`config.mk`:
```
export PLATFORM = sky130hd
export DESIGN_NAME = tsal_spi_monitor_flat
export DESIGN_NICKNAME = d
export VERILOG_FILES = /design/src/rtl/tsal_spi_if.sv /design/src/rtl/tsal_spi_monitor.sv /design/src/flat_wrapper.sv
export SDC_FILE = /design/constraint.sdc
export NUM_CORES = 1
export LEC_CHECK = 0
export BUFFER_PORTS_ARGS = -buffer_cell sky130_fd_sc_hd__buf_2
export CELL_PAD_IN_SITES_DETAIL_PLACEMENT = 1
export CELL_PAD_IN_SITES_GLOBAL_PLACEMENT = 2
export CORE_MARGIN = 5
export CORE_UTILIZATION = 40
export CTS_CLUSTER_SIZE = 25
export DETAILED_ROUTE_END_ITERATION = 7
export HOLD_SLACK_MARGIN = 0.1
export PLACE_DENSITY = 0.92
export SETUP_SLACK_MARGIN = 0.5
export SYNTH_ARGS = -nofsm -noshare
export SYNTH_HDL_FRONTEND = slang
export SYNTH_SLANG_ARGS = --single-unit
```
`constraint.sdc`:
```
create_clock -name clk -period 6.74 [get_ports clk]
set_input_delay 1.348 -clock clk [delete_from_list [all_inputs] [get_ports clk]]
set_output_delay 1.348 -clock clk [all_outputs]
set_load 0.02 [all_outputs]
```
`src/rtl/tsal_spi_if.sv`:
```
// SPI bus between the TSAL monitor and its ADCs.
// One shared cs/s_clk pair and one data line per ADC.
interface tsal_spi_if #(
    parameter int CHANNELS = 2
);
    logic                s_clk;
    logic                cs;
    logic [CHANNELS-1:0] s_data;

    modport master (output s_clk, output cs, input s_data);
    modport slave  (input s_clk, input cs, output s_data);
endinterface

```
`src/rtl/tsal_spi_monitor.sv`:
```
// TSAL monitor: clocks CHANNELS SPI ADCs in lock-step, compares each result
// against a threshold with hysteresis and drives the green/red TSAL lamps.
module tsal_spi_monitor #(
    parameter int ADC_BITS   = 12,
    parameter int FRAME_BITS = 16,
    parameter int CHANNELS   = 2,
    parameter int CLK_DIV    = 2,
    parameter int QUIET_CYC  = 4,
    parameter int HYST       = 16,
    parameter int BLINK_DIV  = 8
) (
    input  logic                         clk,
    input  logic                         rst_n,
    tsal_spi_if.master                   spi,
    input  logic [ADC_BITS-1:0]          threshold,
    output logic [CHANNELS*ADC_BITS-1:0] sample,
    output logic                         sample_valid,
    output logic                         hv_active,
    output logic                         green_led,
    output logic                         red_led
);
    // state    | meaning
    // ST_QUIET | cs high between frames, counting QUIET_CYC cycles
    // ST_CONV  | cs low, FRAME_BITS SCLK cycles, shifting on SCLK rise
    // ST_DONE  | cs high, commit sample and update HV flags
    typedef enum logic [1:0] {ST_QUIET, ST_CONV, ST_DONE} state_t;

    localparam int DW = $clog2(CLK_DIV + 1);
    localparam int BW = $clog2(FRAME_BITS + 1);
    localparam int QW = $clog2(QUIET_CYC + 1);
    localparam int LW = $clog2(BLINK_DIV + 1);
    localparam logic [DW-1:0]     DIV_LOAD   = DW'(CLK_DIV - 1);
    localparam logic [BW-1:0]     BIT_LOAD   = BW'(FRAME_BITS - 1);
    localparam logic [QW-1:0]     QUIET_LOAD = QW'(QUIET_CYC - 1);
    localparam logic [LW-1:0]     BLINK_LOAD = LW'(BLINK_DIV - 1);
    localparam logic [ADC_BITS:0] HYST_EXT   = (ADC_BITS + 1)'(HYST);

    state_t                             state_q, state_d;
    logic [QW-1:0]                      quiet_q, quiet_d;
    logic [DW-1:0]                      div_q, div_d;
    logic [BW-1:0]                      bit_q, bit_d;
    logic [LW-1:0]                      blink_q, blink_d;
    logic                               cs_q, cs_d;
    logic                               s_clk_q, s_clk_d;
    logic [CHANNELS-1:0][ADC_BITS-1:0]  shift_q, shift_d;
    logic [CHANNELS-1:0][ADC_BITS-1:0]  sample_q, sample_d;
    logic                               valid_q, valid_d;
    logic [CHANNELS-1:0]                hv_q, hv_d;
    logic                               seen_q, seen_d;
    logic                               green_q, green_d;
    logic                               red_q, red_d;

    always_comb begin
        state_d  = state_q;
        quiet_d  = quiet_q;
        div_d    = div_q;
        bit_d    = bit_q;
        cs_d     = cs_q;
        s_clk_d  = s_clk_q;
        shift_d  = shift_q;
        sample_d = sample_q;
        valid_d  = 1'b0;
        hv_d     = hv_q;
        seen_d   = seen_q;

        case (state_q)
            ST_QUIET: begin
                cs_d    = 1'b1;
                s_clk_d = 1'b1;
                if (quiet_q == '0) begin
                    state_d = ST_CONV;
                    cs_d    = 1'b0;
                    s_clk_d = 1'b0;
                    div_d   = DIV_LOAD;
                    bit_d   = BIT_LOAD;
                end else begin
                    quiet_d = quiet_q - 1'b1;
                end
            end
            ST_CONV: begin
                if (div_q != '0) begin
                    div_d = div_q - 1'b1;
                end else begin
                    div_d = DIV_LOAD;
                    if (!s_clk_q) begin
                        s_clk_d = 1'b1;
                        for (int i = 0; i < CHANNELS; i++) begin
                            shift_d[i] = (shift_q[i] << 1) | ADC_BITS'(spi.s_data[i]);
                        end
                    end else if (bit_q == '0) begin
                        state_d = ST_DONE;
                        cs_d    = 1'b1;
                    end else begin
                        s_clk_d = 1'b0;
                        bit_d   = bit_q - 1'b1;
                    end
                end
            end
            ST_DONE: begin
                sample_d = shift_q;
                valid_d  = 1'b1;
                seen_d   = 1'b1;
                // Sum is one bit wider than the result so it cannot wrap.
                for (int i = 0; i < CHANNELS; i++) begin
                    if (shift_q[i] >= threshold) begin
                        hv_d[i] = 1'b1;
                    end else if (({1'b0, shift_q[i]} + HYST_EXT) < {1'b0, threshold}) begin
                        hv_d[i] = 1'b0;
                    end
                end
                state_d = ST_QUIET;
                quiet_d = QUIET_LOAD;
            end
            default: state_d = ST_QUIET;
        endcase

        // Red lights on the cycle HV first registers, then toggles every BLINK_DIV.
        if (hv_d == '0) begin
            red_d   = 1'b0;
            blink_d = '0;
        end else if (hv_q == '0) begin
            red_d   = 1'b1;
            blink_d = BLINK_LOAD;
        end else if (blink_q == '0) begin
            red_d   = ~red_q;
            blink_d = BLINK_LOAD;
        end else begin
            red_d   = red_q;
            blink_d = blink_q - 1'b1;
        end
        green_d = seen_d & ~(|hv_d);
    end

    always_ff @(posedge clk or negedge rst_n) begin
        if (!rst_n) begin
            state_q  <= ST_QUIET;
            quiet_q  <= QUIET_LOAD;
            div_q    <= '0;
            bit_q    <= '0;
            blink_q  <= '0;
            cs_q     <= 1'b1;
            s_clk_q  <= 1'b1;
            shift_q  <= '0;
            sample_q <= '0;
            valid_q  <= 1'b0;
            hv_q     <= '0;
            seen_q   <= 1'b0;
            green_q  <= 1'b0;
            red_q    <= 1'b0;
        end else begin
            state_q  <= state_d;
            quiet_q  <= quiet_d;
            div_q    <= div_d;
            bit_q    <= bit_d;
            blink_q  <= blink_d;
            cs_q     <= cs_d;
            s_clk_q  <= s_clk_d;
            shift_q  <= shift_d;
            sample_q <= sample_d;
            valid_q  <= valid_d;
            hv_q     <= hv_d;
            seen_q   <= seen_d;
            green_q  <= green_d;
            red_q    <= red_d;
        end
    end

    assign spi.s_clk    = s_clk_q;
    assign spi.cs       = cs_q;
    assign sample       = sample_q;
    assign sample_valid = valid_q;
    assign hv_active    = |hv_q;
    assign green_led    = green_q;
    assign red_led      = red_q;
endmodule

```
`src/flat_wrapper.sv`:
```
// flat-port wrapper written by rule: the top's interface ports become plain ports
module tsal_spi_monitor_flat 
#(
    parameter int ADC_BITS   = 12,
    parameter int FRAME_BITS = 16,
    parameter int CHANNELS   = 2,
    parameter int CLK_DIV    = 2,
    parameter int QUIET_CYC  = 4,
    parameter int HYST       = 16,
    parameter int BLINK_DIV  = 8
)
  (clk, rst_n, threshold, sample, sample_valid, hv_active, green_led, red_led, spi_s_clk, spi_cs, spi_s_data);
  tsal_spi_if #(.CHANNELS(CHANNELS)) spi_i ();
  input  logic clk;
  input  logic rst_n;
  input  logic [ADC_BITS-1:0] threshold;
  output logic [CHANNELS*ADC_BITS-1:0] sample;
  output logic sample_valid;
  output logic hv_active;
  output logic green_led;
  output logic red_led;
  output wire logic [$bits(spi_i.s_clk)-1:0] spi_s_clk;
  output wire logic [$bits(spi_i.cs)-1:0] spi_cs;
  input wire logic [$bits(spi_i.s_data)-1:0] spi_s_data;
  assign spi_s_clk = spi_i.s_clk;
  assign spi_cs = spi_i.cs;
  assign spi_i.s_data = spi_s_data;
  tsal_spi_monitor #(.ADC_BITS(ADC_BITS), .FRAME_BITS(FRAME_BITS), .CHANNELS(CHANNELS), .CLK_DIV(CLK_DIV), .QUIET_CYC(QUIET_CYC), .HYST(HYST), .BLINK_DIV(BLINK_DIV)) u_core (.clk(clk), .rst_n(rst_n), .spi(spi_i), .threshold(threshold), .sample(sample), .sample_valid(sample_valid), .hv_active(hv_active), .green_led(green_led), .red_led(red_led));
endmodule
```
==> results of run 1 <==
==> area by class of cell <==
class	instances	area (µm²)
Clock inverter	2	37.5
Sequential cell	72	1810
Clock buffer	14	163
Tap cell	136	170
Inverter	30	113
Multi-Input combinational cell	309	2140
Fill cell	1212	5520
Timing Repair Buffer	47	240
==> worst max-delay path, cell delays in order <==
cell and delay (ns):
buf_2 0.07, inv_1 0.05, ha_1 0.31, a211o_1 0.13, a31oi_1 0.04, or4b_2 0.65
a311oi_1 0.39, nor3_1 0.22, and3_1 0.22
==> cell families (layout without fill, tap and decap cells) <==
family	Yosys count	count (layout)	share of synthesized area (%)
DFF	72	72	44.1
and+or+nand+nor	152	152	17.3
muxes	21	21	5.74
xor gates and xnor gates	17	17	3.63
adders and majority gates	48	48	14.6
buffers and inverters	40	93	3.87
AOI/OAI and AO/OA	71	71	10.8
==> placed cells by master (no fill, tap or decap), types with 6 or more instances in the layout <==
| master | Yosys | layout |
|---|---|---|
| a21oi_1 | 24 | 24 |
| buf_2 | 1 | 45 |
| clkbuf_8 | 0 | 11 |
| dfrtp_1 | 68 | 68 |
| ha_1 | 48 | 48 |
| inv_1 | 30 | 30 |
| mux2_2 | 20 | 20 |
| nand2_1 | 83 | 83 |
| nand3_1 | 13 | 13 |
| nor2_1 | 20 | 20 |
| o21ai_0 | 16 | 16 |
| xnor2_1 | 11 | 11 |
| xor2_1 | 6 | 6 |
==> sequential cells by signal (all words and copies together), names as in the netlist <==
name                 count
u_core.sample_valid      1
u_core.green_led         1
u_core.spi.cs            1
u_core.bit_q             5
u_core.red_led           1
u_core.spi.s_clk         1
u_core.sample           24
u_core.div_q             2
u_core.state_q           2
u_core.blink_q           4
u_core.seen_q            1
u_core.shift_q          24
u_core.quiet_q           3
u_core.hv_q              2
==> layer usage <==
layer	track usage (%)	share of wire [%]	vias up
li1	-	-	1545
met1	21.1	47	1489
met2	26.7	49	38
met3	2.62	2.8	11
met4	7.06	2.1	0
met5	0	0	-
==> power groups by stage <==
stage	clock, W	combinational (W)	sequential, W
3_5_place_dp	0	0.0000858	0.000460
6_report	0.000345	0.0000846	0.000452
3_3_place_gp	0	0.0000803	0.000460
5_1_grt	0.000380	0.0000990	0.000454
4_1_cts	0.000359	0.0000865	0.000452
2_1_floorplan	0	0.0000561	0.000456
==> through the flow <==
| step | util [%] | hold slack [ns] | area (µm²) | setup slack, ns |
|---|---|---|---|---|
| finish | 45.8 | 0.467 | 4670 | 3.56 |
| global route | 45.8 | 0.495 | 4670 | 3.46 |
| CTS | 45.8 | 0.463 | 4670 | 3.57 |
| detailed placement | 43.8 | 0.446 | 4470 | 3.22 |
| global placement | 43.8 | 0.444 | 4470 | 3.29 |
| floorplan | - | 0.424 | 4100 | 3.65 |
==> worst max-delay path by stage <==
stage	slack, ns	cells past startpoint	to	start
floorplan	3.65	8	u_core.green_led	threshold[2]
global placement	3.29	9	u_core.green_led	threshold[2]
detailed placement	3.22	9	u_core.green_led	threshold[2]
CTS	3.57	9	u_core.blink_q[1]	threshold[2]
global route	3.46	11	u_core.blink_q[2]	u_core.shift_q[5]
finish	3.56	9	u_core.green_led	threshold[2]
==> results.md, run 1 <==
- Internal power: 0.000669 W
- Combinational fraction of design power: about a tenth
- Cts bufs inserted: 9
- Initial DRT Pass Iterations: 4
- Max_slew headroom: a little over a fifth
- Initial core utilization: between 40% and 50%
- Post-synth EDFFs: 0
- Worst-Margin Slew: 1.18 ns
- Avg Cell Area, Syn: between 9 and 10 µm²
- WHS Path Cells: 2
- Cells after Synth: between 400 and 500
- Reg2Reg Depth: 11
- Endpoints failing hold: 0
- Synth Warn #: 0
- Layout Nets: roughly 530
- DP HPWL: between 6 and 7 mm
- Gpl congestion: a little under 0.8
- Max Fclk: ~310 MHz
- FFs w/ async S/R, synth: 100%
- Clock Tree Buf Depth: 2
- Pwr Density: about 190 nW/µm²
- Fin crit period: 3.18 ns
- Antenna Violating Nets Remaining: 0
- WL per Instance: between 15 and 20 µm
- First-pass GRT wire length: approximately 16 mm
- NetSw: ~0.00021 W
- Worst skew pair latency: between 0.3 and 0.4 ns
- Worst reg2reg path endpoint: u_core.blink_q[2]
- Layout area overhead: 13.8%
- Yosys reg bits: 72
- Reg power frac: between 50% and 60%
- Port bufs: 45
- Crit end category: flop
- Chip Height: about 110 µm
- Setup TNS: 0 ns
- Final Cycle Share: a little under half
- Vias/cell: just over 5
- Post-cts gate resize count: 0
- Post-CTS Setup Repair Bufs: 0
- # setup viols final: 0
- Unrepaired setup endpoints after global routing: false
- GRT Util Overall: roughly 16%
- CTS Sinks: 72
- DRT iter0 DRCs: 91
- Synth area leaders: dfrtp_1 41%, ha_1 15%, nand2_1 7.6%
- HP Class: reg -> reg
- Crit path kind: in -> reg
- CTS H-tree depth: 3
- Layout cells sized above 1: a little under a fifth
- Synth top area share: roughly two fifths
- Count of cell types in the netlist: 45
- Drt total wl: between 9 and 10 mm
- Critical R2R Launch: u_core.shift_q[5]
- Hold EP: u_core.sample[17]
- Top post-synthesis cells by count: 83 x nand2_1, 68 x dfrtp_1, 48 x ha_1
- Via count: a little over 3,000
- Clock skew: 0.00499 ns
- Slew Viols, Final: 0
- Most frequent cell after synthesis: nand2_1
- Design Power: roughly 0.0009 W
- DRC: 0
- Die width: 111 µm
- Post-synth top flop: dfrtp_1
- Hold Startpoint: u_core.sample[17]
- Clk pwr share: slightly below 40%
- Initial antenna violation count: 0
- Startpoint types: input port
- Fin cells: 610
- Lkg Pwr: ~2.4 nW
- Vias in the first global route: approximately 3,400
- Peak VDD IR: around 0.077 mV
- Reg clk slew, reported paths: about 0.070 ns
- Post-synth top area cell: dfrtp_1
- Cts hold-fix bufs: 0
- Core ar.: between 10,000 and 15,000 µm²
- Die area: ~12,000 µm²
- Post-placement cell count: approximately 590
- Gr ovfl total: 0
- Net Count, Synth: 485
- Critical Path AT: 3.43 ns
- CTS tree: yes
- Switching Share: about a quarter
- IO Pins: 46
- Sequential share of the synthesized area: ~44%
- Diodes inserted: 0
- Crit-path max FO: 7
- CTS root buffer: clkbuf_8
- R2R Setup Slk: ~3.7 ns
- Site Rows: 37
- Largest net degree at the start of global routing: between 70 and 80
- Mapped Area: 4100 µm²
- Max-cap violations: 0
- Critical Path RT: ~7.0 ns
- Status: finished clean
Note: power is estimated with default switching activity, not from simulation.
==> run 2: changes to the inputs <==
CORE_UTILIZATION = 37   (was 40)
PLACE_DENSITY = 0.86   (was 0.92)
clock period = 2.94 ns   (was 6.74 ns; I/O delays follow)
==> results.md, run 2 (synthesized netlist as in run 1, its figures left out) <==
- CTS root buffer: clkbuf_8
- Layout cells sized above 1: between 20% and 30%
- Vias/cell: approximately 5.0
- WL per Instance: ~15 µm
- CTS H-tree depth: 3
- Die area: between 10,000 and 15,000 µm²
- Worst-Margin Slew: between 0.5 and 0.6 ns
- Initial core utilization: about 38%
- Peak VDD IR: 0.249 mV
- R2R Setup Slk: between 0.2 and 0.25 ns
- Setup WS post-layout: around 0.23 ns
- Fin Hold WS: 0.231 ns
- Met2 WL post-DR: approximately 4.8 mm
- Max_slew headroom: about three fifths
- First-pass GRT wire length: roughly 17 mm
- Port bufs: 45
- CTS Sinks: 72
- Setup TNS: 0 ns
- Routed length on met3: 345 µm
- Crit-path max FO: 7
- Clock Tree Buf Depth: 2
- Reg clk slew, reported paths: around 0.07 ns
- Most common cell after layout, fill and taps aside: nand2_1
- Drt total wl: just under 10 mm
- Antenna Violating Nets Remaining: 0
- Max-cap violations: 0
- Startpoint types: flop
- Slew Viols, Final: 0
- Layout area overhead: 19.8%
- Layout Nets: ~550
- DRT iter0 DRCs: 83
- CTS tree: yes
- Chip Height: approximately 120 µm
- Die width: between 100 and 150 µm
- Cts bufs inserted: 9
- Clock skew: roughly 0.0059 ns
- GRT Util Overall: roughly 16%
- Final Cycle Share: 92.1%
- Lkg Pwr: ~2.5 nW
- Core ar.: ~11,000 µm²
- Initial antenna violation count: 0
- Status: finished clean
- Most frequent cells in the layout: 83 x nand2_1, 64 x dfrtp_1, 46 x ha_1
- Crit path kind: reg -> reg
- Top layer in use: met4
- Placed cell area: 4560 µm²
- Largest net degree at the start of global routing: 33
- # setup viols final: 0
- Unrepaired setup endpoints after global routing: true
- Worst skew pair latency: around 0.35 ns
- Gpl congestion: 0.874
- Pwr Density: approximately 430 nW/µm²
- Critical R2R Launch: u_core.shift_q[5]
- Place WS: 0.129 ns
- DP HPWL: 7.19 mm
- Endpoints failing hold: 0
- Layout Utilization: between 40% and 50%
- Reg2Reg Depth: 11
- Initial DRT Pass Iterations: 4
- Worst reg2reg path endpoint: u_core.blink_q[1]
- Fin crit period: about 2.7 ns
- Max Fclk: 369 MHz
- Via count: approximately 3,200
- IO Pins: 46
- Site Rows: 38
- Gr ovfl total: 0
- Critical Path AT: around 2.9 ns
- HP Class: in -> async
- M1 WL: roughly 4.5 mm
- Crit end category: flop
- Vias in the first global route: between 3,000 and 4,000
- Diodes inserted: 0
- Design Area, Final: a little under 5000 µm²
- Critical Path RT: around 3.2 ns
- DRC: 0
-- run 2: report_power, final --
part	leakage (nW)	total [W]	internal [W]	switching [W]
combinational	1.52	0.000224	0.000105	0.000119
sequential	0.897	0.00103	0.00101	0.0000263
clock	0.108	0.000861	0.000501	0.000360
total	2.53	0.00212	0.00161	0.000505
-- run 2: worst max path at each step --
stage | from | slack, ns | endpoint | depth (start not counted)
2_1_floorplan | u_core.shift_q[5] | 0.36 | u_core.blink_q[0] | 11
3_3_place_gp | u_core.shift_q[5] | 0.21 | u_core.blink_q[1] | 11
3_5_place_dp | u_core.shift_q[5] | 0.13 | u_core.blink_q[1] | 11
4_1_cts | u_core.shift_q[5] | 0.21 | u_core.blink_q[1] | 11
5_1_grt | u_core.shift_q[5] | 0.1 | u_core.blink_q[1] | 11
6_report | u_core.shift_q[5] | 0.23 | u_core.blink_q[1] | 11
-- run 2: what timing repair did --
item | 4_1_cts | 5_1_grt
resized for setup | 2 | 10
gates cloned | 0 | 0
setup endpoints to repair | 8 | 8
pin swaps | 4 | 10
hold buffers | 0 | 0
setup buffers | 6 | 7
-- run 2: area by class of cell --
class / instances / area, µm²
Fill cell: 1249 / 5930
Inverter: 30 / 113
Tap cell: 140 / 175
Clock buffer: 13 / 149
Sequential cell: 72 / 1810
Clock inverter: 3 / 65.1
Timing Repair Buffer: 68 / 410
Multi-Input combinational cell: 309 / 2190
-- run 2: layer usage --
| metal | vias up | GRT usage [%] |
|---|---|---|
| met5 | - | 0 |
| met4 | 0 | 5.01 |
| met1 | 1539 | 20.3 |
| met2 | 38 | 26.1 |
| li1 | 1580 | - |
| met3 | 13 | 3.84 |
-- run 2: critical path: stages (launching register included) --
cell and delay (ns):
dfrtp_1 0.40, ha_2 0.21, nand3_2 0.09, or2_4 0.26, xnor2_2 0.13, ha_1 0.30
a21o_1 0.19, a211oi_2 0.16, o21ai_1 0.08, a221o_1 0.35, nor3_4 0.25, a22oi_1 0.15
-- run 2: through the flow --
step	total power, W	cells
after floorplan	0.00118	421
after global placement	0.00125	606
after detailed placement	0.00126	606
after CTS	0.00214	628
after global routing	0.00223	635
final	0.00212	635
==> run 3: changes to the inputs <==
CORE_ASPECT_RATIO = 1.5   (was not set)
REMOVE_ABC_BUFFERS = 1   (was not set)
==> results.md, run 3 (synthesized netlist as in run 1, its figures left out) <==
- Critical R2R Launch: u_core.shift_q[5]
- Final Cycle Share: 93.0%
- CTS H-tree depth: 3
- Max_slew headroom: 47.1%
- R2R Setup Slk: 0.21 ns
- Endpoints failing hold: 0
- Via count: between 3,000 and 4,000
- Crit path kind: reg -> reg
- CP max stage delay: roughly 0.4 ns
- Gpl congestion: ~0.8
- Initial core utilization: between 30 and 40%
- Worst-Margin Slew: between 0.7 and 0.8 ns
- Max Fclk: roughly 370 MHz
- Most frequent cells in the layout: 83 x nand2_1, 64 x dfrtp_1, 46 x ha_1
- Pwr Density: between 400 and 500 nW/µm²
- Worst reg2reg path endpoint: u_core.blink_q[1]
- Die width: 96.0 µm
- DRC: 0
- Antenna Violating Nets Remaining: 0
- Setup TNS: 0 ns
- DRT iter0 DRCs: 109
- Core ar.: 10,900 µm²
- Vias in the first global route: between 3,000 and 4,000
- Reg clk slew, reported paths: about 0.06 ns
- CTS root buffer: clkbuf_16
- DP HPWL: between 7 and 8 mm
- Lkg Pwr: 2.57 nW
- HP Class: in -> async
- CP max-delay cell: dfrtp_1
- Startpoint types: flop
- Die area: ~13,000 µm²
- Cts bufs inserted: 9
- # setup viols final: 0
- Peak VDD IR: approximately 0.28 mV
- Reg2Reg Depth: 11
- Drt total wl: between 10 and 15 mm
- Slew Viols, Final: 0
- Cts hold-fix bufs: 0
- Crit-path max FO: 7
- Gr ovfl total: 0
- Unrepaired setup endpoints after global routing: true
- Largest net degree at the start of global routing: 42
- Status: finished clean
- Diodes inserted: 0
- Worst skew pair latency: around 0.34 ns
- Delay-heaviest family, CP: compound AO/OA/AOI/OAI gates
- Fin crit period: between 2 and 3 ns
- CTS tree: yes
- Critical Path RT: around 3.1 ns
- Port bufs: 45
- Clock skew: approximately 0.0082 ns
- Layout Nets: approximately 560
- Site Rows: 47
- Critical Path AT: slightly below 3 ns
- Layout area overhead: 23.7%
- First-pass GRT wire length: 17.6 mm
- WL per Instance: around 16 µm
- CP Buf/Inv Count: 0
- Clock Tree Buf Depth: 2
- IO Pins: 46
- Crit-path cells: ha_2 > nand3_2 > or2_4 > xnor2_1 > ha_1 > a21o_1 > a211oi_2 > o21ai_1 > a221o_1 > nor3_4 > a22oi_1
- Most common cell after layout, fill and taps aside: nand2_1
- Crit end category: flop
- Initial antenna violation count: 0
- Fin Hold WS: roughly 0.33 ns
- CTS Sinks: 72
- Initial DRT Pass Iterations: 7
- Max-cap violations: 0
- Layout cells sized above 1: a little over a quarter
- Vias/cell: slightly above 5
- Chip Height: 139 µm
- GRT Util Overall: ~17%
-- run 3: cell count changes in the layout (fill, tap and decap cells not counted), sizes merged --
| cell | change |
|---|---|
| inv | +1 |
| clkinvlp | +2 |
| clkbuf | -3 |
| buf | +3 |
-- run 3: cell type report --
cell class	instances	area [µm²]
fillers	1287	5870
multi-input cells	309	2200
flip-flops and latches	72	1810
repair buffers	71	440
clock buffers	10	229
well taps	147	184
inverters	30	113
clock inverters	6	92.6
-- run 3: how the worst max path moves through the flow --
stage	start	to	slack, ns	depth (start not counted)
finish	u_core.shift_q[5]	u_core.blink_q[1]	0.21	11
global route	u_core.shift_q[5]	u_core.blink_q[1]	0.06	11
CTS	u_core.shift_q[5]	u_core.blink_q[1]	0.22	11
detailed placement	u_core.shift_q[5]	u_core.blink_q[1]	0.02	11
global placement	u_core.shift_q[4]	u_core.red_led	0.16	11
floorplan	u_core.shift_q[5]	u_core.blink_q[0]	0.20	11
-- run 3: power by group --
part	leakage (nW)	internal, W	switching (W)
clock network	0.149	0.000748	0.000454
registers	0.897	0.00101	0.0000184
logic	1.53	0.000111	0.000134
-- run 3: timing repair --
item | in CTS | in global routing
resized for setup | 7 | 14
buffers inserted | 4 | 7
endpoints found under the hold margin | 0 | 0
pin swaps | 9 | 9
endpoints found under the setup margin | 8 | 8
-- run 3: metrics by stage --
stage                     util (%)  setup WS, ns  instances  instance area (µm²)  power, W
after floorplan                  -         0.196        411                 4060   0.00117
after global placement        42.0         0.162        618                 4590   0.00125
after detailed placement      42.0        0.0219        618                 4590   0.00127
after CTS                     45.4         0.218        638                 4970   0.00248
after global routing          46.4        0.0572        645                 5070   0.00258
final                         46.4         0.205        645                 5070   0.00247
-- run 3: metal layers --
layer  part of all wire [%]  GRT usage, %
met3                    2.7          3.91
met5                      0             0
met4                    2.7          5.70
met2                     54          29.6
met1                     41          19.4
